**src/rtl/noc_msg_arbiter.sv**
```systemverilog
// noc_msg_arbiter
// Message-granular round-robin arbiter. One NoC output channel is shared by
// NUM_REQ valid/ready input streams. A grant is held from the header flit
// through the tail flit. The header length field gives the number of payload
// flits that follow. While a grant is held, flits pass straight through
// without added latency. Each message costs one arbitration cycle in IDLE.
module noc_msg_arbiter #(
    parameter  int NUM_REQ    = 2,
    parameter  int DATA_WIDTH = 64,
    parameter  int LEN_LSB    = 22,
    parameter  int LEN_WIDTH  = 8,
    localparam int GW         = (NUM_REQ > 1) ? $clog2(NUM_REQ) : 1
) (
    input  logic                          clk,
    input  logic                          rst_n,
    input  logic [NUM_REQ*DATA_WIDTH-1:0] data_in,
    input  logic [NUM_REQ-1:0]            valid_in,
    output logic [NUM_REQ-1:0]            ready_in,
    output logic [DATA_WIDTH-1:0]         data_out,
    output logic                          valid_out,
    input  logic                          ready_out,
    output logic [GW-1:0]                 grant_id,
    output logic                          busy
);

    // ------------------------------------------------------------------
    // Elaboration-time parameter sanity
    // ------------------------------------------------------------------
    if (NUM_REQ < 2 || NUM_REQ > 8) begin : g_bad_num_req
        $error("noc_msg_arbiter: NUM_REQ must be within 2..8");
    end
    if (LEN_LSB + LEN_WIDTH > DATA_WIDTH) begin : g_bad_len_field
        $error("noc_msg_arbiter: length field exceeds flit width");
    end

    typedef enum logic {
        ST_IDLE    = 1'b0,
        ST_FORWARD = 1'b1
    } state_e;

    state_e                 state_q;
    state_e                 state_d;

    logic [GW-1:0]          grant_q;      // current / last granted requester
    logic [GW-1:0]          rr_ptr_q;     // search start for the next grant
    logic [LEN_WIDTH-1:0]   rem_q;        // payload flits still to forward
    logic                   hdr_pending_q; // next granted flit is the header

    logic [DATA_WIDTH-1:0]  req_data [NUM_REQ];
    logic [DATA_WIDTH-1:0]  gnt_data;
    logic                   gnt_valid;
    logic [LEN_WIDTH-1:0]   hdr_len;
    logic                   out_xfer;
    logic                   is_tail;
    logic                   tail_xfer;

    logic                   pick_valid;
    logic [GW-1:0]          pick_id;
    logic [GW-1:0]          cand;
    logic [GW-1:0]          rr_ptr_next;

    // ------------------------------------------------------------------
    // Unpack the flat input bus into one flit per requester
    // ------------------------------------------------------------------
    for (genvar i = 0; i < NUM_REQ; i++) begin : g_unpack
        assign req_data[i] = data_in[i*DATA_WIDTH +: DATA_WIDTH];
    end

    // Select the granted stream and classify its current flit
    always_comb begin
        gnt_data  = req_data[grant_q];
        gnt_valid = valid_in[grant_q];
        hdr_len   = gnt_data[LEN_LSB +: LEN_WIDTH];
        out_xfer  = (state_q == ST_FORWARD) && gnt_valid && ready_out;
        // A header with length 0 is its own tail; otherwise the tail is the
        // body flit that brings the remaining count down from one.
        is_tail   = hdr_pending_q ? (hdr_len == '0) : (rem_q == LEN_WIDTH'(1));
        tail_xfer = out_xfer && is_tail;
    end

    // Round-robin pick: first set valid bit searching upward from rr_ptr
    always_comb begin
        // NOTE: every variable written here is given a default first so no
        // path leaves it unassigned, which would otherwise infer a latch.
        pick_valid = |valid_in;
        pick_id    = '0;
        cand       = '0;
        // Scan from the far end back toward rr_ptr so the closest set bit is
        // the last one written and therefore wins.
        for (int k = NUM_REQ - 1; k >= 0; k--) begin
            cand = GW'((int'(rr_ptr_q) + k) % NUM_REQ);
            if (valid_in[cand]) begin
                pick_id = cand;
            end
        end
        rr_ptr_next = (int'(pick_id) == NUM_REQ - 1) ? '0 : pick_id + GW'(1);
    end

    // ------------------------------------------------------------------
    // FSM
    // ------------------------------------------------------------------

    // State register
    always_ff @(posedge clk or negedge rst_n) begin
        // NOTE: sequential state uses non-blocking assignments so every
        // register samples the pre-edge values regardless of block order.
        if (!rst_n) begin
            state_q <= ST_IDLE;
        end else begin
            state_q <= state_d;
        end
    end

    // Next-state: grant from IDLE on any request, release on tail transfer
    always_comb begin
        state_d = state_q;
        unique case (state_q)
            ST_IDLE: begin
                if (pick_valid) begin
                    state_d = ST_FORWARD;
                end
            end
            ST_FORWARD: begin
                if (tail_xfer) begin
                    state_d = ST_IDLE;
                end
            end
            default: state_d = ST_IDLE;
        endcase
    end

    // Outputs: pass the granted stream through, everything quiet in IDLE
    always_comb begin
        ready_in  = '0;
        valid_out = 1'b0;
        data_out  = '0;
        if (state_q == ST_FORWARD) begin
            valid_out         = gnt_valid;
            data_out          = gnt_data;
            // ready depends only on the grant and downstream, never on valid
            ready_in[grant_q] = ready_out;
        end
    end

    assign busy     = (state_q == ST_FORWARD);
    assign grant_id = grant_q;

    // ------------------------------------------------------------------
    // Grant, round-robin pointer and flit counter
    // ------------------------------------------------------------------

    // Latch the winner on grant; track header/payload progress on transfers
    always_ff @(posedge clk or negedge rst_n) begin
        if (!rst_n) begin
            grant_q       <= '0;
            rr_ptr_q      <= '0;
            rem_q         <= '0;
            hdr_pending_q <= 1'b0;
        end else if (state_q == ST_IDLE) begin
            if (pick_valid) begin
                grant_q       <= pick_id;
                rr_ptr_q      <= rr_ptr_next;
                hdr_pending_q <= 1'b1;
            end
        end else if (out_xfer) begin
            if (hdr_pending_q) begin
                rem_q         <= hdr_len;
                hdr_pending_q <= 1'b0;
            end else if (rem_q != '0) begin
                // Saturating decrement keeps rem from wrapping
                rem_q <= rem_q - LEN_WIDTH'(1);
            end
        end
    end

    // ------------------------------------------------------------------
    // Simulation-only protocol checks
    // ------------------------------------------------------------------
    logic vld_seen_q;

    // Remember that the granted source had a flit waiting that was not its tail
    always_ff @(posedge clk or negedge rst_n) begin
        if (!rst_n) begin
            vld_seen_q <= 1'b0;
        end else begin
            vld_seen_q <= (state_q == ST_FORWARD) && gnt_valid && !tail_xfer;
        end
    end

    // Flag a granted source that withdraws valid mid-message; ready is one-hot
    always @(posedge clk) begin
        if (rst_n) begin
            assert (!(vld_seen_q && (state_q == ST_FORWARD) && !gnt_valid))
                else $warning("noc_msg_arbiter: valid_in[%0d] dropped mid-message", grant_q);
            assert ($onehot0(ready_in))
                else $error("noc_msg_arbiter: more than one ready_in bit set");
        end
    end

endmodule
```
**config.mk**
```make
export PLATFORM = sky130hd
export DESIGN_NAME = noc_msg_arbiter
export DESIGN_NICKNAME = d
export VERILOG_FILES = /design/src/rtl/noc_msg_arbiter.sv
export SDC_FILE = /design/constraint.sdc
export NUM_CORES = 1
export LEC_CHECK = 0
export BUFFER_PORTS_ARGS = -buffer_cell sky130_fd_sc_hd__buf_2
export CAP_MARGIN = 10
export CORE_AREA = 2 2 96 61
export CTS_CLUSTER_DIAMETER = 30
export DETAILED_ROUTE_END_ITERATION = 10
export DIE_AREA = 0 0 98 63
export PLACE_DENSITY = 0.8
export SETUP_SLACK_MARGIN = 0.15
export SYNTH_ARGS = -nofsm -noshare
export SYNTH_HDL_FRONTEND = slang
export SYNTH_SLANG_ARGS = --single-unit
```
**constraint.sdc**
```tcl
create_clock -name clk -period 2 [get_ports clk]
set_input_delay 0.2 -clock clk [delete_from_list [all_inputs] [get_ports clk]]
set_output_delay 0.2 -clock clk [all_outputs]
set_load 0.01 [all_outputs]
```
* Yosys cells after proc, flatten, opt, wreduce, memory -nomap -nowiden
Cells that the tools add are included.
** Operators by class
- $add $sub $neg :: 3
- Order comparisons :: 5
- Equality and inequality tests :: 2
- Mux-type cells :: 26
- Bitwise logic cells :: 3
- Reductions and logical operators :: 12
** Operator list (number)
- $mux W64 :: 4
- $mux W1 :: 17
- $mux W8 :: 2
- $eq A8 B1 Y1 const B :: 1
- $logic_not A8 Y1 :: 1
- $reduce_bool A8 Y1 :: 1
- $sub A8 B1 Y8 const B :: 1
- $lt A1 B2 Y1 const B :: 3
- $logic_and A1 B1 Y1 :: 4
- $reduce_and A2 Y1 :: 2
- $reduce_bool A2 Y1 :: 2
- $reduce_and A3 Y1 :: 1
- $add A1 B1 Y1 const B :: 2
- $and A2 B2 Y2 :: 1
- $ge A2 B2 Y1 const B :: 1
- $mux W2 :: 1
- $ne A2 B1 Y1 const B :: 1
- $not A1 Y2 :: 1
- $pmux W1 S2 :: 1
- $reduce_or A2 Y1 :: 1
- $demux W1 S1 :: 1
- $ge A1 B1 Y1 const B :: 1
- $not A1 Y1 :: 1
** Storage, ports and cells
- Bits in registers :: 12
- Input bits :: 133
- Output and inout bits :: 69

* Longest topological paths before layout
Gate-level depths: netlist of run 1.
- Depth after elaboration :: 9
- Gate-level depth with buffers :: 7
- Gate-level depth less buffers :: 6

* Least setup slack after synthesis of run 1
Ideal clock, no wire load.
- Path kind :: register to register
- Start :: reg rem_q[0]
- End :: reg rem_q[6]
- Arrival :: 1.440 ns
- Required time :: 1.877 ns
- Path slack :: 0.437 ns
- Cell stages (with the launch flop) :: 7
- Clock period less this slack :: 1.563 ns
- Cell sequence :: dfrtp_1 inv_1 ha_1 nor4b_1 a211oi_2 buf_6 o221a_2
** Between the ends
- Cells in the longest elaborated chain, start to end :: 3
** Ends and longest elaborated chain
- from (decl) :: line 46 : logic [LEN_WIDTH-1:0] rem_q;
- from (signal assigned) :: line 167 : rem_q <= hdr_len;
- from (signal assigned) :: line 171 : rem_q <= rem_q - LEN_WIDTH'(1);
- $sub A8 B1 Y8 / $reduce_bool A8 Y1 (equally long branches) :: line 171, 169
- $mux W8 / $reduce_bool A2 Y1 (equally long branches)
- $mux W8 / $reduce_and A3 Y1 (equally long branches)
Several ways; a longest one is shown, not always the timed one. The select of a mux whose other input is x is not followed.
A chain may end at the register's enable or synchronous reset.

* Worst setup path in the final report of run 1
- Start :: reg grant_q, in the netlist grant_id
- End :: out data_out[22]
** Between the ends
- Cells in the longest elaborated chain, start to end :: 5
** Ends and longest elaborated chain
- from (decl) :: line 44 : logic [GW-1:0] grant_q;
- from (signal assigned) :: line 161 : grant_q <= pick_id;
- $not A1 Y2 (implied by the code) :: line 71 : gnt_data = req_data[grant_q];
- $mux W64 (implied by the code) (3 in a row) :: line 71
- $mux W64 :: line 137 : if (state_q == ST_FORWARD) begin
- to (decl) :: line 19 : output logic [DATA_WIDTH-1:0] data_out,
Every way passes these cells. The select of a mux whose other input is x is not followed.

==> impl_metrics.env, run 1 <==
export IMPL_status="complete, no violations"
export IMPL_std_cell_rows=21
export IMPL_p_leak_nw=1.53
export IMPL_worstMarginPinSlew_ps=495
export IMPL_syn_inst=235
export IMPL_rsz0062_at_grt="no"
export IMPL_start_kind="register"
export IMPL_synth_warnings=0
export IMPL_critPathKind="register to output port"
export IMPL_setup_tns_final_ps=0
export IMPL_drv_slew=0
export IMPL_fin_skew_ps=2.21
export IMPL_drtPass1Iterations=4
export IMPL_layout_common_cells="201 x buf_2, 72 x nor2_1, 63 x mux2i_1, 11 x dfrtp_1, 10 x nand2_1"
export IMPL_grt_overflow=0
export IMPL_synth_seq_cells=12
export IMPL_syn_avg_cell_area_sq_um=7.42
export IMPL_wl_per_cell_um=14.3
export IMPL_fmax_ghz=0.566
export IMPL_final_net_count=567
export IMPL_ctsLongestPathBuffers=2
export IMPL_fin_util=0.548
export IMPL_r2r_setup_slack_ps=290
export IMPL_layout_drive_gt1_share=0.519
export IMPL_cts_buffers=3
export IMPL_syn_nets=371
export IMPL_reg2regPathDepth=7
export IMPL_antenna_found_initial=0
export IMPL_insertion_delay_ps=240
export IMPL_pwr_density_cell_nw_per_um2=768
export IMPL_r2r_start="rem_q[0]"
export IMPL_coreArea_sq_um=5330
export IMPL_place_congestion=0.916
export IMPL_grt_pass1_vias=2285
export IMPL_dieArea_sq_um=6170
export IMPL_p_clk_frac=0.120
export IMPL_hold_class="primary input to register"
export IMPL_p_sw_frac=0.457
export IMPL_cts_tree="done"
export IMPL_final_setup_viol_count=0
export IMPL_hold_viol=0
export IMPL_die_w_um=98
export IMPL_ys_seq_area_frac=0.172
export IMPL_grt_max_degree=54
export IMPL_dr_first_iter_drc_count=97
export IMPL_cp_end_kind="output port"
export IMPL_pin_count=202
export IMPL_syn_area_sq_um=1740
export IMPL_final_common_cell="buf_2"
export IMPL_ant_nets=0
export IMPL_place_ws_ps=293
export IMPL_slew_headroom=0.661
export IMPL_min_period_over_period=0.883
export IMPL_p_int_mw=1.22
export IMPL_syn_to_final_growth_pct=67.4
export IMPL_port_buffers=201
export IMPL_post_drt_via_cell_ratio=5.02
export IMPL_cts_sinks=12
export IMPL_num_vias=2503
export IMPL_grt_pass1_wl_mm=11.0
export IMPL_period_minus_slack_ps=1770
export IMPL_totalWireLength_mm=7.12
export IMPL_die_h_um=63
export IMPL_cp_arrival_ps=1570
export IMPL_path_max_fanout=53
export IMPL_drc_errors=0
export IMPL_power_switching_mw=1.02
export IMPL_num_fill_cells=512
export IMPL_cts_max_level=1
export IMPL_hpwl_mm=5.97
export IMPL_grt_util_all_layers=0.215
export IMPL_dp_cells=494
export IMPL_pwr_share_seq=0.200
export IMPL_fin_cells=499
export IMPL_num_antenna_cells=0
export IMPL_clockRootBuffer="clkbuf_8"
export IMPL_setup_ws_ps=234
export IMPL_floorplan_initialDensity=0.327
export IMPL_combPwrFrac=0.680
export IMPL_min_to="grant_id"
export IMPL_cts_clk_slew_worst_paths_ps=50
export IMPL_min_delay_start="valid_in[0]"
export IMPL_synth_cell_types=35
export IMPL_regToRegEndpoint="rem_q[7]"
export IMPL_ir_worst_vdd_mv=0.243
export IMPL_worst_hold_path_num_cells=2
export IMPL_post_cts_buffers=0
export IMPL_maxCapViolCount=0
export IMPL_critPathRequiredTime_ps=1800
through the flow:
stage	power [mW]	area, sq um	hold WS [ps]
after floorplan	1.38	1740	-95.6
after global placement	1.89	2830	97.5
after detailed placement	1.94	2830	102
after CTS	2.22	2890	196
after global routing	2.43	2920	209
final	2.24	2920	207
critical path, cell delays in order (launching register included):
cell and delay [ps]:
dfrtp_4 460, buf_16 290, mux2i_1 340, nor2_1 70, buf_2 150
power groups by stage:
stage / clock [mW] / sequential [mW] / combinational [mW]
after CTS: 0.276 / 0.435 / 1.51
after global placement: 0 / 0.429 / 1.46
after detailed placement: 0 / 0.440 / 1.50
after global routing: 0.290 / 0.464 / 1.67
final: 0.269 / 0.449 / 1.52
after floorplan: 0 / 0.397 / 0.985
cell usage after synthesis (all sizes together):
library cell,number,area share
a211oi,1,0.0072
a21oi,8,0.023
a221oi,2,0.010
a2bb2oi,1,0.0050
a31oi,3,0.011
and2,1,0.0036
and3,3,0.011
buf,9,0.031
clkbuf,9,0.020
dfrtp,12,0.17
ha,3,0.022
inv,4,0.0086
mux2,1,0.0065
mux2i,65,0.37
nand2,10,0.022
nand3,4,0.011
nand4,3,0.011
nor2,72,0.15
nor3,3,0.0086
nor3b,1,0.0043
nor4,4,0.018
nor4b,1,0.0050
o211a,1,0.0057
o211ai,2,0.0086
o21a,1,0.0043
o21ai,5,0.014
o221a,2,0.013
o31a,1,0.0050
or3,2,0.0072
or4,1,0.0043
worst max path at each step:
stage,from,to,slack [ps],cells after the start
global placement,rem_q[0],rem_q[6],350,6
CTS,grant_id,data_out[28],170,4
detailed placement,rem_q[0],rem_q[7],290,6
floorplan,rem_q[0],rem_q[6],440,6
finish,grant_id,data_out[22],230,4
global route,grant_id,data_out[22],150,4
cell families (layout without fill, tap and decap cells):
logic type / count (synthesis) / in the layout / share of synthesized area
multiplexers: 66 / 66 / 0.379
buffers and inverters: 22 / 217 / 0.0595
flip-flops: 12 / 12 / 0.172
adder cells (fa/ha/maj): 3 / 3 / 0.0215
AO/OA/AOI/OAI: 27 / 27 / 0.107
AND/OR/NAND/NOR: 105 / 105 / 0.260
layer usage:
layer | global-route usage | vias up | share of wire
li1 | - | 1220 | -
met1 | 0.263 | 1145 | 0.39
met2 | 0.389 | 128 | 0.51
met3 | 0.0447 | 10 | 0.084
met4 | 0.0486 | 0 | 0.012
met5 | 0 | - | 0
repair_timing:
action                                  CTS  global route
endpoints found under the hold margin    12             0
endpoints found under the setup margin    0             5
resized for setup                         0             5
hold buffers                              1             0
final cells by class:
| cell class | instances | area, sq um | area share |
|---|---|---|---|
| Multi-Input combinational cell | 201 | 1360 | 0.465 |
| Timing Repair Buffer | 209 | 1100 | 0.377 |
| Sequential cell | 12 | 304 | 0.104 |
| Tap cell | 69 | 86.3 | 0.0296 |
| Clock buffer | 4 | 55.1 | 0.0189 |
| Inverter | 4 | 15.0 | 0.00514 |
sequential cells by signal (all words and copies together), names as in the netlist:
| signal | count |
|---|---|
| rem_q | 8 |
| grant_id | 1 |
| hdr_pending_q | 1 |
| busy | 1 |
| rr_ptr_q | 1 |
Power figures use the tool's default switching activity.
==> inputs of run 2 (changes only) <==
--- a/config.mk
+++ b/config.mk
@@ -12,6 +12,7 @@
 export DETAILED_ROUTE_END_ITERATION = 10
 export DIE_AREA = 0 0 98 63
 export PLACE_DENSITY = 0.8
+export RECOVER_POWER = 50
 export SETUP_SLACK_MARGIN = 0.15
 export SYNTH_ARGS = -nofsm -noshare
 export SYNTH_HDL_FRONTEND = slang
==> run 2 against run 1 <==
Highest routed layer unchanged. Wire length is 0.77% higher. Core utilization fell by 0.68 points. Setup slack worse by 36 ps. Die area unchanged. Clock skew hardly changed. Non-clock buffer count did not move. Maximum frequency down 2.0%. Sequential cell count unchanged. Largest power group unchanged. Via count barely moved. Clock power is essentially flat. Largest cell class unchanged. Critical path depth is 3 higher.
==> impl_metrics.env, run 2 (synthesis results as in run 1) <==
export IMPL_wl_per_cell_um=14.4
export IMPL_clockRootBuffer="clkbuf_8"
export IMPL_largest_register="rem_q"
export IMPL_p_clk_frac=0.122
export IMPL_status="complete, no violations"
export IMPL_fmax_ghz=0.555
export IMPL_final_net_count=567
export IMPL_combPwrFrac=0.675
export IMPL_cts_sinks=12
export IMPL_insertion_delay_ps=240
export IMPL_totalWireLength_mm=7.18
export IMPL_cp_arrival_ps=1930
export IMPL_p_sw_frac=0.464
export IMPL_worstMarginPinSlew_ps=706
export IMPL_path_max_fanout=13
export IMPL_cts_tree="done"
export IMPL_pwr_share_seq=0.203
export IMPL_power_switching_mw=1.03
export IMPL_die_h_um=63
export IMPL_fin_cells=499
export IMPL_post_cts_buffers=0
export IMPL_antenna_found_initial=0
export IMPL_std_cell_rows=21
export IMPL_hold_class="primary input to register"
export IMPL_coreArea_sq_um=5330
export IMPL_ant_nets=0
export IMPL_min_period_over_period=0.901
export IMPL_fin_util=0.541
export IMPL_cp_end_kind="register"
export IMPL_cpPeakStageDelay_ps=370
export IMPL_num_antenna_cells=0
export IMPL_largest_reg_flops=8
export IMPL_crit_chain="inv_1 > ha_1 > nor4b_2 > a211oi_2 > clkbuf_2 > a21oi_1 > o221a_2"
export IMPL_grt_max_degree=54
export IMPL_die_w_um=98
export IMPL_place_congestion=0.916
export IMPL_layout_drive_gt1_share=0.453
export IMPL_syn_to_final_growth_pct=65.4
export IMPL_fin_skew_ps=2.15
export IMPL_power_mw=2.22
export IMPL_dp_cells=494
export IMPL_ir_worst_vdd_mv=0.240
export IMPL_pwr_density_cell_nw_per_um2=770
export IMPL_holdWs_ps=206
export IMPL_grt_overflow=0
export IMPL_floorplan_initialDensity=0.327
export IMPL_maxCapViolCount=0
export IMPL_final_setup_viol_count=0
export IMPL_critPathKind="register to register"
export IMPL_cpMaxStageDelayCell="dfrtp_1"
export IMPL_layout_common_cells="174 x buf_2, 72 x nor2_1, 63 x mux2i_1, 27 x clkbuf_1, 11 x dfrtp_1"
export IMPL_grt_pass1_wl_mm=11.0
export IMPL_cts_max_level=1
export IMPL_ctsLongestPathBuffers=2
export IMPL_slew_headroom=0.530
export IMPL_critPathRequiredTime_ps=2130
export IMPL_drc_errors=0
export IMPL_port_buffers=201
export IMPL_cts_clk_slew_worst_paths_ps=60
export IMPL_drtPass1Iterations=4
export IMPL_final_common_cell="buf_2"
export IMPL_setup_tns_final_ps=0
export IMPL_pin_count=202
export IMPL_p_int_mw=1.19
export IMPL_period_minus_slack_ps=1800
export IMPL_start_kind="register"
export IMPL_cts_buffers=3
export IMPL_hold_viol=0
export IMPL_grt_util_all_layers=0.215
export IMPL_post_drt_via_cell_ratio=5.01
export IMPL_dieArea_sq_um=6170
export IMPL_num_vias=2502
export IMPL_dr_first_iter_drc_count=86
export IMPL_hpwl_mm=5.97
export IMPL_grt_pass1_vias=2285
export IMPL_p_leak_nw=1.46
export IMPL_rsz0062_at_grt="no"
export IMPL_drv_slew=0
run 2: cell types whose count changed in the layout (fill, tap and decap cells not counted):
cell and change:
buf_2 -27, buf_4 -1, clkbuf_1 +27, clkbuf_2 +1
mux2_1 +1, mux2_2 -1
run 2: worst paths after layout:
check                      cells past startpoint  slack (ps)   startpoint        to
max                                            7         200     rem_q[0]  rem_q[7]
max in group asynchronous                      2         970        rst_n  grant_id
min reg2reg                                    1         490     rr_ptr_q  rr_ptr_q
max reg2reg                                    7         200     rem_q[0]  rem_q[7]
min in group asynchronous                      2         520        rst_n  rem_q[0]
min                                            2         210  valid_in[0]  grant_id
run 2: power groups by stage:
stage,combinational [mW],clock (mW),sequential [mW]
after floorplan,0.985,0,0.397
after global placement,1.46,0,0.429
after detailed placement,1.50,0,0.440
after CTS,1.51,0.276,0.435
after global routing,1.65,0.290,0.464
final,1.50,0.270,0.450
run 2: metrics by stage:
step                      worst slack, ps  cell area [sq um]
after floorplan                       437               1740
after global placement                345               2830
after detailed placement              293               2830
after CTS                             167               2890
after global routing                 84.9               2880
final                                 198               2880
run 2: worst max-delay path: cells and delay by family, from the launching register on:
| kind | cells | cell delay [ps] |
|---|---|---|
| AO/OA/AOI/OAI | 3 | 570 |
| flip-flops | 1 | 370 |
| adder cells (fa/ha/maj) | 1 | 200 |
| AND/OR/NAND/NOR | 1 | 160 |
| buffers and inverters | 2 | 370 |
run 2: area by class of cell:
cell class,instances,area (sq um)
Clock buffer,4,55.1
Timing Repair Buffer,209,1060
Sequential cell,12,304
Fill cell,523,2450
Multi-Input combinational cell,201,1360
Inverter,4,15.0
Tap cell,69,86.3
run 2: layer usage:
metal | track usage | vias to the layer above | routed length, um
met2 | 0.389 | 118 | 3650
met1 | 0.263 | 1155 | 2890
met3 | 0.0447 | 8 | 563
met4 | 0.0486 | 0 | 78
li1 | - | 1221 | -
met5 | 0 | - | 0
run 2: repair_timing:
item / in CTS / in global routing
setup endpoints to repair: 0 / 5
hold buffers: 1 / 0
gates resized for setup: 0 / 5
endpoints found under the hold margin: 12 / 0
